==> config.mk <==
export PLATFORM = sky130hd
export DESIGN_NAME = fwd_hazard_scoreboard_flat
export DESIGN_NICKNAME = d
export VERILOG_FILES = /design/src/rtl/fwd_hazard_scoreboard_if.sv /design/src/rtl/fwd_hazard_scoreboard.sv /design/src/flat_wrapper.sv
export SDC_FILE = /design/constraint.sdc
export NUM_CORES = 1
export LEC_CHECK = 0
export ABC_AREA = 1
export CAP_MARGIN = 20
export CORE_ASPECT_RATIO = 0.9
export CORE_UTILIZATION = 45
export DETAILED_ROUTE_END_ITERATION = 6
export PLACE_DENSITY_LB_ADDON = 0.08
export SLEW_MARGIN = 20
export SYNTH_ARGS = -nofsm -noshare
export SYNTH_HDL_FRONTEND = slang
export SYNTH_SLANG_ARGS = --single-unit
==> constraint.sdc <==
create_clock -name iClk -period 2.24 [get_ports iClk]
set_input_delay 0.336 -clock iClk [delete_from_list [all_inputs] [get_ports iClk]]
set_output_delay 0.336 -clock iClk [all_outputs]
set_load 0.02 [all_outputs]
==> src/rtl/fwd_hazard_scoreboard_if.sv <==
// Signal bundle between the pipeline control (master) and the forwarding/hazard unit (slave).
// The pipeline drives every input on the master side. The unit returns the forward selects,
// the stall, the pending count and the timeout pulse on the slave side.
// All of these signals are level signals and use no handshake. The unit samples its inputs
// combinationally, and it updates the scoreboard only at the rising edge of iClk.
interface fwd_hazard_scoreboard_if #(
    parameter int REG_AW     = 5,
    parameter int NUM_SRC    = 2,
    parameter int PEND_DEPTH = 4
);
    logic [NUM_SRC*REG_AW-1:0]        iIdRegSrc;
    logic [NUM_SRC-1:0]               iIdSrcValid;
    logic [REG_AW-1:0]                iIdRegRd;
    logic                             iIdRegWrite;
    logic                             iIdLongOp;
    logic [NUM_SRC*REG_AW-1:0]        iExRegSrc;
    logic [REG_AW-1:0]                iExRegRd;
    logic                             iExMemRead;
    logic                             iExLongIssue;
    logic [REG_AW-1:0]                iMemRegRd;
    logic                             iMemRegWrite;
    logic [REG_AW-1:0]                iWbRegRd;
    logic                             iWbRegWrite;
    logic                             iLongWbValid;
    logic [REG_AW-1:0]                iLongWbRd;
    logic [2*NUM_SRC-1:0]             oForwardCmd;
    logic                             oStall;
    logic [$clog2(PEND_DEPTH+1)-1:0]  oPendCount;
    logic                             oTimeoutErr;

    modport master (
        output iIdRegSrc, iIdSrcValid, iIdRegRd, iIdRegWrite, iIdLongOp,
               iExRegSrc, iExRegRd, iExMemRead, iExLongIssue,
               iMemRegRd, iMemRegWrite, iWbRegRd, iWbRegWrite,
               iLongWbValid, iLongWbRd,
        input  oForwardCmd, oStall, oPendCount, oTimeoutErr
    );

    modport slave (
        input  iIdRegSrc, iIdSrcValid, iIdRegRd, iIdRegWrite, iIdLongOp,
               iExRegSrc, iExRegRd, iExMemRead, iExLongIssue,
               iMemRegRd, iMemRegWrite, iWbRegRd, iWbRegWrite,
               iLongWbValid, iLongWbRd,
        output oForwardCmd, oStall, oPendCount, oTimeoutErr
    );
endinterface

==> src/rtl/fwd_hazard_scoreboard.sv <==
// Forwarding and hazard unit for the 5-stage pipeline.
// It computes the EX operand forward selects, and it raises the ID stall for four cases:
// load-use, RAW on a pending long op, WAW on a pending long op, and a full scoreboard.
// The scoreboard holds PEND_DEPTH destinations of long ops that were issued from EX.
// An entry is retired when the long unit writes back that destination.
// Optional feature: macro FWD_TIMEOUT_EN. When it is defined, an entry that reaches
// TIMEOUT_CYC-1 cycles of age is force-cleared, and oTimeoutErr pulses for one cycle.
module fwd_hazard_scoreboard #(
    parameter int REG_AW      = 5,
    parameter int NUM_SRC     = 2,
    parameter int PEND_DEPTH  = 4,
    parameter int TIMEOUT_CYC = 64
) (
    input logic              iClk,
    input logic              iReset,
    fwd_hazard_scoreboard_if.slave bus
);
    localparam int CW = $clog2(PEND_DEPTH + 1);

    logic [PEND_DEPTH-1:0]             valid_q, valid_d;
    logic [PEND_DEPTH-1:0][REG_AW-1:0] rd_q, rd_d;
    logic [PEND_DEPTH-1:0]             retire_hit;
    logic                              retire_found;
    logic                              alloc_done;
    logic [CW-1:0]                     pend_count;
    logic [2*NUM_SRC-1:0]              fwd_cmd;
    logic                              load_use, raw_hit, waw_hit, full_hit;

`ifdef FWD_TIMEOUT_EN
    localparam int TW = (TIMEOUT_CYC > 2) ? $clog2(TIMEOUT_CYC) : 1;
    localparam logic [TW-1:0] AGE_LIM = TW'(TIMEOUT_CYC - 1);
    logic [PEND_DEPTH-1:0][TW-1:0]     age_q, age_d;
    logic                              timeout_err_q, timeout_err_d;
`endif

    // Select the single lowest-index valid entry that this cycle's long writeback retires.
    always_comb begin
        retire_hit   = '0;
        retire_found = 1'b0;
        for (int i = 0; i < PEND_DEPTH; i++) begin
            if (!retire_found && bus.iLongWbValid && valid_q[i] && rd_q[i] == bus.iLongWbRd) begin
                retire_hit[i] = 1'b1;
                retire_found  = 1'b1;
            end
        end
    end

    // Count the valid entries. The count therefore changes only at the clock edge.
    always_comb begin
        pend_count = '0;
        for (int i = 0; i < PEND_DEPTH; i++) begin
            pend_count = pend_count + CW'(valid_q[i]);
        end
    end

    // Build the per-source forward selects. MEM has priority over WB. Register 0 never matches.
    always_comb begin
        fwd_cmd = '0;
        for (int k = 0; k < NUM_SRC; k++) begin
            if (bus.iMemRegWrite && bus.iMemRegRd != '0 &&
                bus.iMemRegRd == bus.iExRegSrc[k*REG_AW +: REG_AW]) begin
                fwd_cmd[2*k +: 2] = 2'b01;
            end else if (bus.iWbRegWrite && bus.iWbRegRd != '0 &&
                         bus.iWbRegRd == bus.iExRegSrc[k*REG_AW +: REG_AW]) begin
                fwd_cmd[2*k +: 2] = 2'b10;
            end
        end
    end

    // Compute the stall terms. The entry that retires this cycle is excluded, because the
    // regfile is write-through and ID reads the new value.
    always_comb begin
        load_use = 1'b0;
        raw_hit  = 1'b0;
        waw_hit  = 1'b0;
        for (int k = 0; k < NUM_SRC; k++) begin
            if (bus.iIdSrcValid[k]) begin
                if (bus.iExMemRead && bus.iExRegRd != '0 &&
                    bus.iExRegRd == bus.iIdRegSrc[k*REG_AW +: REG_AW]) begin
                    load_use = 1'b1;
                end
                if (bus.iIdRegSrc[k*REG_AW +: REG_AW] != '0) begin
                    for (int i = 0; i < PEND_DEPTH; i++) begin
                        if (valid_q[i] && !retire_hit[i] &&
                            rd_q[i] == bus.iIdRegSrc[k*REG_AW +: REG_AW]) begin
                            raw_hit = 1'b1;
                        end
                    end
                end
            end
        end
        if (bus.iIdRegWrite && bus.iIdRegRd != '0) begin
            for (int i = 0; i < PEND_DEPTH; i++) begin
                if (valid_q[i] && !retire_hit[i] && rd_q[i] == bus.iIdRegRd) begin
                    waw_hit = 1'b1;
                end
            end
        end
        // A retirement in the same cycle does not free a slot for this check.
        full_hit = bus.iIdLongOp &&
                   ((int'(pend_count) + int'(bus.iExLongIssue)) >= PEND_DEPTH);
    end

    // Compute the next scoreboard state. Retire runs first, then the optional timeout, then
    // the allocate. An entry that is freed this cycle can therefore be reused in the same cycle.
    always_comb begin
        valid_d    = valid_q & ~retire_hit;
        rd_d       = rd_q;
        alloc_done = 1'b0;
`ifdef FWD_TIMEOUT_EN
        age_d         = age_q;
        timeout_err_d = 1'b0;
        for (int i = 0; i < PEND_DEPTH; i++) begin
            if (valid_d[i]) begin
                if (age_q[i] == AGE_LIM) begin
                    valid_d[i]    = 1'b0;
                    timeout_err_d = 1'b1;
                end else begin
                    age_d[i] = age_q[i] + TW'(1);
                end
            end
        end
`endif
        if (bus.iExLongIssue && bus.iExRegRd != '0) begin
            for (int i = 0; i < PEND_DEPTH; i++) begin
                if (!alloc_done && !valid_d[i]) begin
                    valid_d[i] = 1'b1;
                    rd_d[i]    = bus.iExRegRd;
`ifdef FWD_TIMEOUT_EN
                    age_d[i]   = '0;
`endif
                    alloc_done = 1'b1;
                end
            end
        end
    end

    // Scoreboard registers. An asynchronous reset discards every entry immediately.
    always_ff @(posedge iClk or posedge iReset) begin
        if (iReset) begin
            valid_q <= '0;
            rd_q    <= '0;
        end else begin
            valid_q <= valid_d;
            rd_q    <= rd_d;
        end
    end

`ifdef FWD_TIMEOUT_EN
    // Age counters and the registered one-cycle timeout pulse.
    always_ff @(posedge iClk or posedge iReset) begin
        if (iReset) begin
            age_q         <= '0;
            timeout_err_q <= 1'b0;
        end else begin
            age_q         <= age_d;
            timeout_err_q <= timeout_err_d;
        end
    end
    assign bus.oTimeoutErr = timeout_err_q;
`else
    assign bus.oTimeoutErr = 1'b0;
`endif

    assign bus.oForwardCmd = fwd_cmd;
    assign bus.oStall      = load_use | raw_hit | waw_hit | full_hit;
    assign bus.oPendCount  = pend_count;
endmodule

==> src/flat_wrapper.sv <==
// flat-port wrapper written by rule: the top's interface ports become plain ports
module fwd_hazard_scoreboard_flat 
#(
    parameter int REG_AW      = 5,
    parameter int NUM_SRC     = 2,
    parameter int PEND_DEPTH  = 4,
    parameter int TIMEOUT_CYC = 64
)
  (iClk, iReset, bus_iIdRegSrc, bus_iIdSrcValid, bus_iIdRegRd, bus_iIdRegWrite, bus_iIdLongOp, bus_iExRegSrc, bus_iExRegRd, bus_iExMemRead, bus_iExLongIssue, bus_iMemRegRd, bus_iMemRegWrite, bus_iWbRegRd, bus_iWbRegWrite, bus_iLongWbValid, bus_iLongWbRd, bus_oForwardCmd, bus_oStall, bus_oPendCount, bus_oTimeoutErr);
  fwd_hazard_scoreboard_if #(.REG_AW(REG_AW), .NUM_SRC(NUM_SRC), .PEND_DEPTH(PEND_DEPTH)) bus_i ();
  input logic iClk;
  input logic iReset;
  input wire logic [$bits(bus_i.iIdRegSrc)-1:0] bus_iIdRegSrc;
  input wire logic [$bits(bus_i.iIdSrcValid)-1:0] bus_iIdSrcValid;
  input wire logic [$bits(bus_i.iIdRegRd)-1:0] bus_iIdRegRd;
  input wire logic [$bits(bus_i.iIdRegWrite)-1:0] bus_iIdRegWrite;
  input wire logic [$bits(bus_i.iIdLongOp)-1:0] bus_iIdLongOp;
  input wire logic [$bits(bus_i.iExRegSrc)-1:0] bus_iExRegSrc;
  input wire logic [$bits(bus_i.iExRegRd)-1:0] bus_iExRegRd;
  input wire logic [$bits(bus_i.iExMemRead)-1:0] bus_iExMemRead;
  input wire logic [$bits(bus_i.iExLongIssue)-1:0] bus_iExLongIssue;
  input wire logic [$bits(bus_i.iMemRegRd)-1:0] bus_iMemRegRd;
  input wire logic [$bits(bus_i.iMemRegWrite)-1:0] bus_iMemRegWrite;
  input wire logic [$bits(bus_i.iWbRegRd)-1:0] bus_iWbRegRd;
  input wire logic [$bits(bus_i.iWbRegWrite)-1:0] bus_iWbRegWrite;
  input wire logic [$bits(bus_i.iLongWbValid)-1:0] bus_iLongWbValid;
  input wire logic [$bits(bus_i.iLongWbRd)-1:0] bus_iLongWbRd;
  output wire logic [$bits(bus_i.oForwardCmd)-1:0] bus_oForwardCmd;
  output wire logic [$bits(bus_i.oStall)-1:0] bus_oStall;
  output wire logic [$bits(bus_i.oPendCount)-1:0] bus_oPendCount;
  output wire logic [$bits(bus_i.oTimeoutErr)-1:0] bus_oTimeoutErr;
  assign bus_i.iIdRegSrc = bus_iIdRegSrc;
  assign bus_i.iIdSrcValid = bus_iIdSrcValid;
  assign bus_i.iIdRegRd = bus_iIdRegRd;
  assign bus_i.iIdRegWrite = bus_iIdRegWrite;
  assign bus_i.iIdLongOp = bus_iIdLongOp;
  assign bus_i.iExRegSrc = bus_iExRegSrc;
  assign bus_i.iExRegRd = bus_iExRegRd;
  assign bus_i.iExMemRead = bus_iExMemRead;
  assign bus_i.iExLongIssue = bus_iExLongIssue;
  assign bus_i.iMemRegRd = bus_iMemRegRd;
  assign bus_i.iMemRegWrite = bus_iMemRegWrite;
  assign bus_i.iWbRegRd = bus_iWbRegRd;
  assign bus_i.iWbRegWrite = bus_iWbRegWrite;
  assign bus_i.iLongWbValid = bus_iLongWbValid;
  assign bus_i.iLongWbRd = bus_iLongWbRd;
  assign bus_oForwardCmd = bus_i.oForwardCmd;
  assign bus_oStall = bus_i.oStall;
  assign bus_oPendCount = bus_i.oPendCount;
  assign bus_oTimeoutErr = bus_i.oTimeoutErr;
  fwd_hazard_scoreboard #(.REG_AW(REG_AW), .NUM_SRC(NUM_SRC), .PEND_DEPTH(PEND_DEPTH), .TIMEOUT_CYC(TIMEOUT_CYC)) u_core (.iClk(iClk), .iReset(iReset), .bus(bus_i));
endmodule
==> qor.yml <==
status: "complete, but fails checks"
failing_checks: "negative setup slack"
total_of_flip_flops_plus_latches_after_synthesis: 24
via_per_inst: 5.10
clock_tree.root_cell: "sky130_fd_sc_hd__clkbuf_8"
number_of_setup_violations_in_the_final_report: 2
timing_worst_setup_path_type: "register to output pin"
grt_start_max_net_pins: 25
grt_setup_unrepaired: "yes"
finalWirelength_mm: 9.36
synth_top_flop_cell: "sky130_fd_sc_hd__dfrtp_1"
worst_r2r_path_depth: 15
final_min_period_over_clock_period: 1.15
finalWorstPathRequiredPeriod_ns: 2.57
fin_cells: 602
timing.final.ws_setup_ns: -0.329
placement.cell_area_um2: 3970
gp_routability_congestion: 0.964
holdCritPathClass: "input pin to asynchronous set/reset pin"
final_net_count: 592
clk_path_buf_depth: 2
fillerInstances: 497
detailedPlacementHpwl_mm: 7.36
global_route_wire_length_before_repair_mm: 14.7
diodes_inserted: 0
dp.cells: 593
die_area_um2: 6570
postSynthNetCount: 472
floorplan.die.width_um: 85.3
detailroute.via_count: 3072
grt_usage: 0.288
detail_route.iter0.violations: 253
power_density_nw_per_um2: 839
floorplan.rows: 26
cts_tree: "done"
initial_standard_cell_utilization_of_the_core: 0.480
setup.worst_path.end_class: "output pin"
timing.critical_path.from: "u_core.valid_q[1]$_DFF_PP0_"
post_drt_wl_per_cell_um: 15.5
ir_worst_vdd_mv: 0.686
async_flop_share: 1.00
drive_above_1_share: 0.259
final-max-slew-violation-count: 0
drc_errors: 0
synth-edff-count: 0
syn_avg_cell_area_um2: 6.80
flow.area_growth_from_synthesis_pct: 48.4
final_hold_viol_count: 0
synth.yosys.seq_area_share: 0.214
power.leakage_nw: 2.02
worst_ep_arrival_time_ns: 2.23
cp_data_required_time_ns: 1.90
ys.warnings.count: 0
clock-skew-final_ns: 0.00359
synth.lib_cells_used.distinct: 35
fp.coreArea_um2: 5860
die-height_um: 77.0
r2r_setup_slack_ns: 0.08
timing.fmax_ghz: 0.389
via_count_of_the_first_global_routing_pass: 3056
synth_cells: 413
gr-total-overflow: 0
drt_first_pass_iters: 5
critical_path.max_fanout: 2
cts.clk_slew.worst_paths_ns: 0.09
htree_num_levels: 1
cts_sinks: 24
fin_setup_tns_ns: -0.351
area_of_the_mapped_netlist_um2: 2810
port_buffers: 63
regToRegEndpoint: "u_core.rd_q[15]$_DFFE_PP0P_"
r2r_path_start: "u_core.valid_q[1]$_DFF_PP0_"
clock_latency_ns: 0.27
ant_nets: 0
cap_violations: 0
ports: 65
cts_made_buffers: 3
critPathLaunchType: "register"
grt_antenna_before_repair: 0
design_area_um2: 4170
==> critical path, cell delays in order (launching register included) <==
cell and delay [ns]:
sky130_fd_sc_hd__dfrtp_1 0.42, sky130_fd_sc_hd__ha_4 0.28, sky130_fd_sc_hd__inv_2 0.03, sky130_fd_sc_hd__fa_2 0.34
sky130_fd_sc_hd__inv_2 0.07, sky130_fd_sc_hd__ha_4 0.19, sky130_fd_sc_hd__nand2_2 0.07, sky130_fd_sc_hd__nor2_2 0.04
sky130_fd_sc_hd__o21ai_2 0.12, sky130_fd_sc_hd__nand2_1 0.08, sky130_fd_sc_hd__a21oi_2 0.12, sky130_fd_sc_hd__nand2_2 0.07
sky130_fd_sc_hd__buf_6 0.13
==> area by class of cell <==
| class | instances | area [µm²] | share of cell area |
|---|---|---|---|
| multi-input combinational | 308 | 1970 | 0.473 |
| sequential | 24 | 601 | 0.144 |
| inverter | 47 | 176 | 0.0423 |
| tap | 70 | 87.6 | 0.0210 |
| clock buffer | 3 | 41.3 | 0.00990 |
| clock inverter | 1 | 30.0 | 0.00720 |
| timing repair buffer | 149 | 1260 | 0.303 |
==> metrics by stage <==
stage	power, W	utilization	setup slack (ns)	hold slack, ns
after floorplan	0.00226	-	0.0578	0.351
after global placement	0.00294	0.678	-0.769	0.609
after detailed placement	0.00298	0.678	-0.777	0.627
after CTS	0.00338	0.692	-0.344	0.410
after global routing	0.00376	0.712	-0.397	0.466
final	0.00350	0.712	-0.329	0.405
==> kinds of logic after synthesis <==
group | after synthesis | synth area share
AO/OA/AOI/OAI | 41 | 0.0779
XOR/XNOR | 82 | 0.256
adder cells (fa/ha/maj) | 3 | 0.0160
buffers and inverters | 83 | 0.135
flip-flops | 24 | 0.214
other | 1 | 0.00133
AND/OR/NAND/NOR | 179 | 0.301
==> cell usage after synthesis (all sizes together), types with 8 or more instances <==
cell    count  area [µm²]
nand2     101         402
inv        46         173
xnor2      43         377
xor2       39         342
o21ai      32         160
nand3      29         165
dfrtp      24         601
buf        21         145
nor2       19        91.3
clkbuf     15        57.6
nor3       10        50.1
nand4       8        56.3
==> how the worst max path moves through the flow <==
stage / cells past startpoint / slack [ns] / to
final: 12 / -0.33 / bus_oStall
after global routing: 12 / -0.40 / bus_oStall
after CTS: 12 / -0.34 / bus_oStall
after detailed placement: 16 / -0.78 / bus_oStall
after global placement: 16 / -0.77 / bus_oStall
after floorplan: 11 / 0.06 / bus_oStall
==> layout by cell type (no fill, tap or decap), types with 4 or more instances in the layout <==
cell type,synthesis,routed
sky130_fd_sc_hd__nand3_1,25,25
sky130_fd_sc_hd__nand2_1,96,90
sky130_fd_sc_hd__nor2_1,15,13
sky130_fd_sc_hd__xor2_1,39,39
sky130_fd_sc_hd__inv_1,40,38
sky130_fd_sc_hd__clkdlybuf4s50_1,0,50
sky130_fd_sc_hd__o21ai_1,10,11
sky130_fd_sc_hd__xnor2_1,43,43
sky130_fd_sc_hd__inv_2,6,8
sky130_fd_sc_hd__buf_4,1,87
sky130_fd_sc_hd__nand2_2,3,9
sky130_fd_sc_hd__nor2_4,2,4
sky130_fd_sc_hd__o21ai_0,22,19
sky130_fd_sc_hd__dfrtp_1,24,24
sky130_fd_sc_hd__nand4_1,7,7
sky130_fd_sc_hd__dlymetal6s2s_1,0,4
sky130_fd_sc_hd__nor3_1,10,10
sky130_fd_sc_hd__nor4_1,7,5
==> sequential cells by signal, summed over array words and instances (netlist names) <==
name / count
u_core.rd_q: 20
u_core.valid_q: 4
==> metal layers <==
metal  GRT usage  vias to the layer above  share of wire
met3      0.0495                       10          0.082
met4      0.0700                        0          0.011
li1            -                     1532              -
met2       0.467                      131           0.46
met5           0                        -              0
met1       0.397                     1399           0.45
==> power by group <==
group	switching, W	leakage, nW	internal [W]
combinational	0.00103	1.70	0.00111
clock	0.000149	0.0357	0.000239
sequential	0.000365	0.287	0.000607
==> what timing repair did <==
item	CTS	global route
cloned	0	2
buffers inserted	1	4
endpoints found under the setup margin	8	12
gates resized for setup	28	32
pin swaps	2	17
hold buffers	0	0
Power figures use the tool's default switching activity.
